File: src/rtl/pulse_freq_meter.sv
// Pulse frequency meter: counts synchronized rising edges of signal_in over a
// window of GATE_CYCLES clocks and reports the count with a one-cycle strobe.
module pulse_freq_meter #(
  parameter int unsigned COUNT_W     = 8,
  parameter int unsigned GATE_CYCLES = 16
) (
  input  logic               clock,
  input  logic               reset,
  input  logic               enable,
  input  logic               signal_in,
  output logic [COUNT_W-1:0] count_out,
  output logic               count_valid,
  output logic               overflow,
  output logic               busy
);

  localparam int unsigned        TIMER_W    = $clog2(GATE_CYCLES);
  localparam logic [TIMER_W-1:0] TIMER_LAST = TIMER_W'(GATE_CYCLES - 1);
  localparam logic [COUNT_W-1:0] COUNT_MAX  = '1;

  typedef enum logic [1:0] {
    IDLE   = 2'd0,
    GATE   = 2'd1,
    REPORT = 2'd2
  } state_t;

  state_t state;
  state_t state_next;

  logic s1;
  logic s2;
  logic s3;
  logic rise;

  logic [TIMER_W-1:0] timer;
  logic [TIMER_W-1:0] timer_next;
  logic [COUNT_W-1:0] edge_cnt;
  logic [COUNT_W-1:0] edge_cnt_next;
  logic [COUNT_W-1:0] edge_acc;
  logic               ovf;
  logic               ovf_next;
  logic               ovf_acc;
  logic [COUNT_W-1:0] count_out_next;
  logic               overflow_next;
  logic               count_valid_next;
  logic               busy_next;

  // Two-flop synchronizer plus one delay stage for edge detection.
  always_ff @(posedge clock) begin : sync_reg
    if (reset) begin
      s1 <= 1'b0;
      s2 <= 1'b0;
      s3 <= 1'b0;
    end else begin
      s1 <= signal_in;
      s2 <= s1;
      s3 <= s2;
    end
  end

  assign rise = s2 & ~s3;

  always_ff @(posedge clock) begin : state_reg
    if (reset) begin
      state <= IDLE;
    end else begin
      state <= state_next;
    end
  end

  // Dropping enable inside a window aborts it before the timer is considered.
  always_comb begin : next_state_logic
    state_next = state;
    unique case (state)
      IDLE: begin
        if (enable) begin
          state_next = GATE;
        end
      end
      GATE: begin
        if (!enable) begin
          state_next = IDLE;
        end else if (timer == TIMER_LAST) begin
          state_next = REPORT;
        end
      end
      REPORT: begin
        state_next = enable ? GATE : IDLE;
      end
      default: begin
        state_next = IDLE;
      end
    endcase
  end

  // Saturating accumulate; the final gate cycle's edge lands directly in the report.
  always_comb begin : output_logic
    edge_acc = edge_cnt;
    ovf_acc  = ovf;
    if (rise) begin
      if (edge_cnt == COUNT_MAX) begin
        ovf_acc = 1'b1;
      end else begin
        edge_acc = edge_cnt + COUNT_W'(1);
      end
    end

    timer_next       = '0;
    edge_cnt_next    = '0;
    ovf_next         = 1'b0;
    count_out_next   = count_out;
    overflow_next    = overflow;
    count_valid_next = 1'b0;
    busy_next        = (state_next != IDLE);

    if (state == GATE) begin
      if (state_next == GATE) begin
        timer_next    = timer + TIMER_W'(1);
        edge_cnt_next = edge_acc;
        ovf_next      = ovf_acc;
      end else if (state_next == REPORT) begin
        count_out_next   = edge_acc;
        overflow_next    = ovf_acc;
        count_valid_next = 1'b1;
      end
    end
  end

  always_ff @(posedge clock) begin : datapath_reg
    if (reset) begin
      timer       <= '0;
      edge_cnt    <= '0;
      ovf         <= 1'b0;
      count_out   <= '0;
      overflow    <= 1'b0;
      count_valid <= 1'b0;
      busy        <= 1'b0;
    end else begin
      timer       <= timer_next;
      edge_cnt    <= edge_cnt_next;
      ovf         <= ovf_next;
      count_out   <= count_out_next;
      overflow    <= overflow_next;
      count_valid <= count_valid_next;
      busy        <= busy_next;
    end
  end

endmodule

File: config.mk
export PLATFORM = sky130hd
export DESIGN_NAME = pulse_freq_meter
export DESIGN_NICKNAME = d
export VERILOG_FILES = /design/src/rtl/pulse_freq_meter.sv
export SDC_FILE = /design/constraint.sdc
export NUM_CORES = 1
export LEC_CHECK = 0
export BUFFER_PORTS_ARGS = -buffer_cell sky130_fd_sc_hd__buf_2
export CAP_MARGIN = 30
export CORE_MARGIN = 2
export CORE_UTILIZATION = 58
export CTS_CLUSTER_DIAMETER = 60
export DETAILED_ROUTE_END_ITERATION = 8
export PLACE_DENSITY = 0.79
export SLEW_MARGIN = 25
export SYNTH_ARGS = -nofsm -noshare
export SYNTH_HDL_FRONTEND = slang
export SYNTH_SLANG_ARGS = --single-unit
File: constraint.sdc
create_clock -name clock -period 3.8 [get_ports clock]
set_input_delay 0.19 -clock clock [delete_from_list [all_inputs] [get_ports clock]]
set_output_delay 0.19 -clock clock [all_outputs]
set_load 0.1 [all_outputs]
==> results of run 1 <==
==> critical path: stages, from the launching register on <==
cell	delay, ns
dfxtp_1	0.33
ha_1	0.22
and3_4	0.20
and3_1	0.28
nand2b_1	0.20
inv_1	0.07
or2_2	0.28
==> layer usage <==
metal  vias up  routed length [µm]  global-route usage [%]  part of all wire (%)
met3         5                 121                    6.79                   6.0
li1        449                   -                       -                     -
met2        24                 971                    30.3                    48
met4         0                  35                    12.9                   1.7
met5         -                   0                       0                     0
met1       428                 876                    23.5                    44
==> placed cells by master (no fill, tap or decap), types with 2 or more instances in the layout <==
| cell type | synthesis | final |
|---|---|---|
| nand3b_1 | 3 | 3 |
| nor2b_1 | 5 | 5 |
| nand3_1 | 5 | 5 |
| o21ai_0 | 4 | 4 |
| buf_2 | 1 | 14 |
| clkbuf_4 | 0 | 5 |
| a21oi_1 | 2 | 2 |
| xnor2_1 | 2 | 2 |
| nor3_1 | 5 | 5 |
| inv_1 | 5 | 5 |
| a211oi_1 | 5 | 5 |
| dfxtp_1 | 29 | 29 |
| xor2_1 | 2 | 2 |
| mux2i_1 | 3 | 3 |
| nand4_1 | 2 | 2 |
| nand2_1 | 6 | 6 |
| ha_1 | 2 | 2 |
| nor2_1 | 18 | 18 |
==> worst min path at each step <==
stage	from	endpoint	slack, ns	cells past startpoint
CTS	signal_in	s1$_SDFF_PP0_	0.08	2
finish	signal_in	s1$_SDFF_PP0_	0.1	2
global placement	signal_in	s1$_SDFF_PP0_	0.40	2
floorplan	reset	state[0]$_SDFF_PP0_	0.27	1
detailed placement	signal_in	s1$_SDFF_PP0_	0.42	2
global route	signal_in	s1$_SDFF_PP0_	0.12	2
==> where the power goes <==
part | leakage, µW | internal (µW) | switching (µW)
sequential | 0.000235 | 306 | 1.43
clock | 0.0000314 | 87.1 | 94.3
combinational | 0.000268 | 5.54 | 10.6
==> area by class of cell <==
class                           instances  area share [%]
Tap cell                               27            2.64
Inverter                                5            1.47
Multi-Input combinational cell         81            40.6
Sequential cell                        29            45.4
Clock buffer                            7            4.31
Timing Repair Buffer                   14            5.48
==> logic make-up (layout without fill, tap and decap cells) <==
group / Yosys count / in the layout / synth area share, %
XOR/XNOR: 4 / 4 / 3.08
multiplexers: 3 / 3 / 2.64
adder cells (fa/ha/maj): 2 / 2 / 2.20
flip-flops: 29 / 29 / 51.0
AND/OR/NAND/NOR: 52 / 52 / 25.5
buffers and inverters: 8 / 26 / 3.41
AO/OA/AOI/OAI: 20 / 20 / 12.2
==> metrics by stage <==
stage	setup slack (ns)	instances	utilization (%)	instance area, µm²	hold slack (ns)
after floorplan	2.31	118	-	1140	0.273
after global placement	2.16	156	64.3	1220	0.402
after detailed placement	2.12	156	64.3	1220	0.417
after CTS	2.11	163	67.2	1280	0.0831
after global routing	2.00	163	67.2	1280	0.122
final	2.12	163	67.2	1280	0.0971
==> impl_results.md, run 1 <==
* Status: finished, final reports clean
* Clock skew at 0.0146 ns
* WL/cell at 12.3 µm
* Ant. Diodes at 0
* Crit path DAT at 1.88 ns
* Maximum clock insertion buffer count at 2
* Syn Inst Count at 118
* Initial DRC count at 25
* Post-Syn Area per Cell at 9.65 µm²
* IO Pins at 15
* Critical path launch point: timer[0]$_SDFF_PP0_
* Register area share after synthesis at 51.0%
* Nature of the critical path endpoint: flip-flop
* Post-synthesis async set-or-reset flop share at 0%
* Reg-to-reg endpoint: busy$_SDFF_PP0_
* Clk root buf: clkbuf_4
* Multi-input logic area at 519 µm²
* I/O Buffers at 14
* Number of flops mapped to enable cells by yosys at 0
* Pwr Density at 396 nW/µm²
* Setup tns final at 0 ns
* Static Leak at 0.000534 µW
* Maxcap violations at 0
* Register area at 581 µm²
* FF-to-FF path depth at 6
* Prevailing post-synth register cell: dfxtp_1
* Post-DP HPWL at 1.45 mm
* Synth Register Bits at 29
* Slew HR at 67.7%
* Top cell type's share of synthesized area at 51.0%
* Reg clk slew, reported paths at 0.07 ns
* Die footprint at 2330 µm²
* Setup Fix Bufs, Post-CTS at 0
* Die width at 48.3 µm
* WP data required at 4.00 ns
* GRT overflow at 0
* Std cell rows at 16
* Post-Route WL at 2.00 mm
* Hold Crit Class: primary input to flip-flop
* Setup crit end: busy$_SDFF_PP0_
* DR vias at 906
* Top flop regs: count_out: 8 flops, edge_cnt: 8 flops, timer: 4 flops
* Endpoints failing setup at 0
* Antenna violations before repair at 0
* Crit path max fanout at 11
* Max frequency at 0.596 GHz
* Largest net degree at the start of global routing at 16
* Vias in the first global route at 831
* Most frequent cell after synthesis: dfxtp_1
* Post-DRT Antenna Nets at 0
* Max Slew Vio Count at 0
* Share of cells above drive strength 1 at 19.1%
* Mapped Area at 1140 µm²
* RSZ-0062 raised after global routing: false
* Initial Util at 59.9%
* NumNets Final at 142
* Worst skew pair latency at 0.33 ns
* Fillers at 156
* Num CTS Buffers at 5
* Hold_buf cts at 0
* Via/cell ratio at 5.56
* Drt first pass iters at 4
* Final period util at 44.1%
* Leading area contributor after synthesis: dfxtp_1
* First-pass GRT wire length at 3.48 mm
* Final Hold Viols at 0
* Post-synth net total at 124
* Routability cong. at 0.838
* H-tree Lvls at 2
* Synth top cells by count: dfxtp_1, nor2_1, nand2_1
* Post-layout min period at 1.68 ns
* CP Class: flip-flop to flip-flop
* Yosys Warn Count at 0
* Clock sinks at 29
* Peak VDD IR at 276 µV
* Residual DRC at 0
* Gr usage total at 19.7%
* PostCTS Resize Cnt at 0
* Critical Path Start Type: flip-flop
* Top post-synthesis cells by area: dfxtp_1, nor2_1, a211oi_1
* Area of the core at 1900 µm²
* Reg2reg start: timer[0]$_SDFF_PP0_
* Netlist cell types at 36
* Least-Margin Pin Slew at 0.487 ns
* Flop2flop setup slack at 2.12 ns
* Die Y at 48.3 µm
* Power, Total at 505 µW
* TritonCTS clock tree: built
* Area grow syn2layout at 12.2%
(Power assumes the default switching activity.)
==> run 2: changes to the inputs <==
--- a/config.mk
+++ b/config.mk
@@ -5,13 +5,14 @@
 export SDC_FILE = /design/constraint.sdc
 export NUM_CORES = 1
 export LEC_CHECK = 0
+export ABC_AREA = 1
 export BUFFER_PORTS_ARGS = -buffer_cell sky130_fd_sc_hd__buf_2
 export CAP_MARGIN = 30
 export CORE_MARGIN = 2
-export CORE_UTILIZATION = 58
+export CORE_UTILIZATION = 56
 export CTS_CLUSTER_DIAMETER = 60
 export DETAILED_ROUTE_END_ITERATION = 8
-export PLACE_DENSITY = 0.79
+export PLACE_DENSITY = 0.76
 export SLEW_MARGIN = 25
 export SYNTH_ARGS = -nofsm -noshare
 export SYNTH_HDL_FRONTEND = slang
==> constraint.sdc (replaced) <==
create_clock -name clock -period 1.7 [get_ports clock]
set_input_delay 0.085 -clock clock [delete_from_list [all_inputs] [get_ports clock]]
set_output_delay 0.085 -clock clock [all_outputs]
set_load 0.1 [all_outputs]
==> run 2 against run 1 <==
Fmax up 12%. Cell count up 32%. Setup slack worse by 1.9 ns. Synthesized cell count up 42%. Largest power group unchanged. Highest routed layer unchanged.
==> impl_results.md, run 2 <==
* Status: finished, final reports clean (unchanged)
* Slew HR at 67.3% (was 67.7%)
* Endpoints failing setup at 0 (unchanged)
* Sw Share at 22.2% (was 21.0%)
* Most frequent cell after synthesis: nor2_1 (was dfxtp_1)
* Std cell rows at 17 (was 16)
* Netlist cell types at 22 (was 36)
* Gr usage total at 20.7% (was 19.7%)
* Hold Crit Depth at 3 (was 2)
* Fillers at 180 (was 156)
* CP Class: flip-flop to flip-flop (unchanged)
* Crit path max fanout at 12 (was 11)
* Clock sinks at 29 (unchanged)
* Flop2flop setup slack at 0.20 ns (was 2.12 ns)
* Antenna violations before repair at 0 (unchanged)
* Synth top cells by count: nor2_1, dfxtp_1, inv_1 (was dfxtp_1, nor2_1, nand2_1)
* Prevailing post-synth register cell: dfxtp_1 (unchanged)
* DR vias at 1015 (was 906)
* Maximum clock insertion buffer count at 2 (unchanged)
* Synth Register Bits at 29 (unchanged)
* Critical Path Start Type: flip-flop (unchanged)
* Setup Fix Bufs, Post-CTS at 0 (unchanged)
* PostCTS Resize Cnt at 0 (unchanged)
* NumNets Final at 192 (was 142)
* Final period util at 88.1% (was 44.1%)
* Final core occ at 65.4% (was 67.2%)
* Syn Inst Count at 167 (was 118)
* Critical path launch point: timer[0]$_SDFF_PP0_ (unchanged)
* Clock power frac at 39.0% (was 35.9%)
* Hold Crit Class: primary input to flip-flop (unchanged)
* CP Buf/Inv Count at 0 (was 1)
* Setup crit end: timer[2]$_SDFF_PP0_ (was busy$_SDFF_PP0_)
* Max frequency at 0.668 GHz (was 0.596 GHz)
* Crit path DAT at 1.74 ns (was 1.88 ns)
* Post-Route WL at 2.25 mm (was 2.00 mm)
* Residual DRC at 0 (unchanged)
* Via/cell ratio at 4.72 (was 5.56)
* Seq pwr share at 57.2% (was 60.9%)
* Die Y at 51.7 µm (was 48.3 µm)
* RSZ-0062 raised after global routing: false (unchanged)
* Worst skew pair latency at 0.32 ns (was 0.33 ns)
* Initial Util at 58.1% (was 59.9%)
* Peak VDD IR at 610 µV (was 276 µV)
* Area of the core at 2190 µm² (was 1900 µm²)
* Top flop regs: count_out: 8 flops, edge_cnt: 8 flops, timer: 4 flops (unchanged)
* Post-layout min period at 1.50 ns (was 1.68 ns)
* Clk root buf: clkbuf_4 (unchanged)
* WL/cell at 10.5 µm (was 12.3 µm)
* FF-to-FF path depth at 8 (was 6)
* Post-Syn Area per Cell at 7.63 µm² (was 9.65 µm²)
* Post-synth net total at 173 (was 124)
* TritonCTS clock tree: built (unchanged)
* Final Hold Viols at 0 (unchanged)
* Die footprint at 2670 µm² (was 2330 µm²)
* Setup tns final at 0 ns (unchanged)
* Reg-to-reg endpoint: timer[2]$_SDFF_PP0_ (was busy$_SDFF_PP0_)
* Post-DP HPWL at 1.69 mm (was 1.45 mm)
* I/O Buffers at 14 (unchanged)
* Max Slew Vio Count at 0 (unchanged)
* Int Power at 936 µW (was 399 µW)
* Share of cells above drive strength 1 at 20.3% (was 19.1%)
* Reg clk slew, reported paths at 0.09 ns (was 0.07 ns)
* Pwr Density at 839 nW/µm² (was 396 nW/µm²)
* Leading area contributor after synthesis: dfxtp_1 (unchanged)
* Top cell type's share of synthesized area at 45.6% (was 51.0%)
* Slowest stage delay, CP at 0.34 ns (was 0.33 ns)
* Mapped Area at 1270 µm² (was 1140 µm²)
* Reg2reg start: timer[0]$_SDFF_PP0_ (unchanged)
* GRT overflow at 0 (unchanged)
* Routability cong. at 0.888 (was 0.838)
* Die width at 51.7 µm (was 48.3 µm)
* WP data required at 1.95 ns (was 4.00 ns)
* Largest net degree at the start of global routing at 19 (was 16)
* Least-Margin Pin Slew at 0.493 ns (was 0.487 ns)
* Static Leak at 0.000668 µW (was 0.000534 µW)
* Crit path cell chain: ha_1, nand3_2, nand2_1, nand2_1, nand2_2, nor2_4, nand2_2, nor3_1 (was ha_1, and3_4, and3_1, nand2b_1, inv_1, or2_2)
* First-pass GRT wire length at 4.04 mm (was 3.48 mm)
* Top post-synthesis cells by area: dfxtp_1, nor2_1, inv_1 (was dfxtp_1, nor2_1, a211oi_1)
* Register area share after synthesis at 45.6% (was 51.0%)
* Post-synthesis async set-or-reset flop share at 0% (unchanged)
* Drt first pass iters at 4 (unchanged)
* Clock skew at 0.00603 ns (was 0.0146 ns)
* Largest delay share family, worst path: simple AND/OR/NAND/NOR gates (unchanged)
* Post-DRT Antenna Nets at 0 (unchanged)
* Vias in the first global route at 977 (was 831)
* H-tree Lvls at 2 (unchanged)
* Comb power frac at 3.8% (was 3.2%)
* IO Pins at 15 (unchanged)
* Nature of the critical path endpoint: flip-flop (unchanged)
* Maxcap violations at 0 (unchanged)
* Number of flops mapped to enable cells by yosys at 0 (unchanged)
* Sw Pwr at 266 µW (was 106 µW)
* Area grow syn2layout at 12.5% (was 12.2%)
* Ant. Diodes at 0 (unchanged)
* Most common cell after layout, fill and taps aside: nor2_1 (was dfxtp_1)
* Yosys Warn Count at 0 (unchanged)
* Num CTS Buffers at 5 (unchanged)
* Critical Path Stages at 8 (was 6)
* Most frequent cells in the layout: nor2_1, dfxtp_1, inv_1 (was dfxtp_1, nor2_1, buf_2)
* Slowest cell on crit path: dfxtp_1 (unchanged)
* Initial DRC count at 28 (was 25)
run 2: through the flow:
stage / setup WS (ns) / cell area, µm² / total power (µW) / instances / hold WS [ns]
floorplan: 0.384 / 1270 / 737 / 167 / 0.164
global placement: 0.301 / 1350 / 747 / 206 / 0.288
detailed placement: 0.217 / 1350 / 748 / 206 / 0.306
CTS: 0.180 / 1430 / 1220 / 215 / 0.0357
global route: 0.0930 / 1430 / 1240 / 215 / 0.0522
finish: 0.202 / 1430 / 1200 / 215 / 0.0447
run 2: logic make-up after synthesis:
family          after synthesis  synth area share [%]
buf+inv                      31                  10.3
compound gates               12                  5.89
xor+xnor                      2                  1.38
fa+ha+maj                     2                  1.96
simple gates                 91                  34.9
flops                        29                  45.6
run 2: power by group through the flow:
stage          clock network (µW)  logic (µW)  registers (µW)
2_1_floorplan                   0        24.7             713
5_1_grt                       502        50.8             689
6_report                      469        45.9             688
3_3_place_gp                    0        43.3             703
3_5_place_dp                    0        44.5             704
4_1_cts                       485        46.4             688
run 2: area by class of cell:
class,instances,area [µm²],area share (%)
Clock buffer,7,65.1,4.54
Multi-Input combinational cell,107,562,39.2
Inverter,28,105,7.34
Tap cell,28,35.0,2.45
Sequential cell,29,581,40.5
Clock inverter,1,5.00,0.349
Timing Repair Buffer,15,80.1,5.59
run 2: metal layers:
layer  share of wire, %  track usage (%)  vias to the layer above
li1                   -                -                      556
met1                 50             26.2                      440
met2                 45             32.7                       14
met3                3.7             6.03                        5
met4                1.7             9.21                        0
met5                  0                0                        -
run 2: worst min-delay path, delay by kind of cell:
| family | cells | cell delay [ns] |
|---|---|---|
| buf+inv | 1 | 0.11 |
| simple gates | 2 | 0.12 |
run 2: how the worst min path moves through the flow:
| stage | from | to |
|---|---|---|
| 3_5_place_dp | signal_in | s1$_SDFF_PP0_ |
| 4_1_cts | enable | state[0]$_SDFF_PP0_ |
| 2_1_floorplan | reset | state[0]$_SDFF_PP0_ |
| 6_report | enable | state[0]$_SDFF_PP0_ |
| 5_1_grt | enable | state[0]$_SDFF_PP0_ |
| 3_3_place_gp | signal_in | s1$_SDFF_PP0_ |
run 2: repair_timing:
item                                    4_1_cts  5_1_grt
endpoints found under the setup margin        0        0
endpoints found under the hold margin         1        0
hold buffers                                  1        0
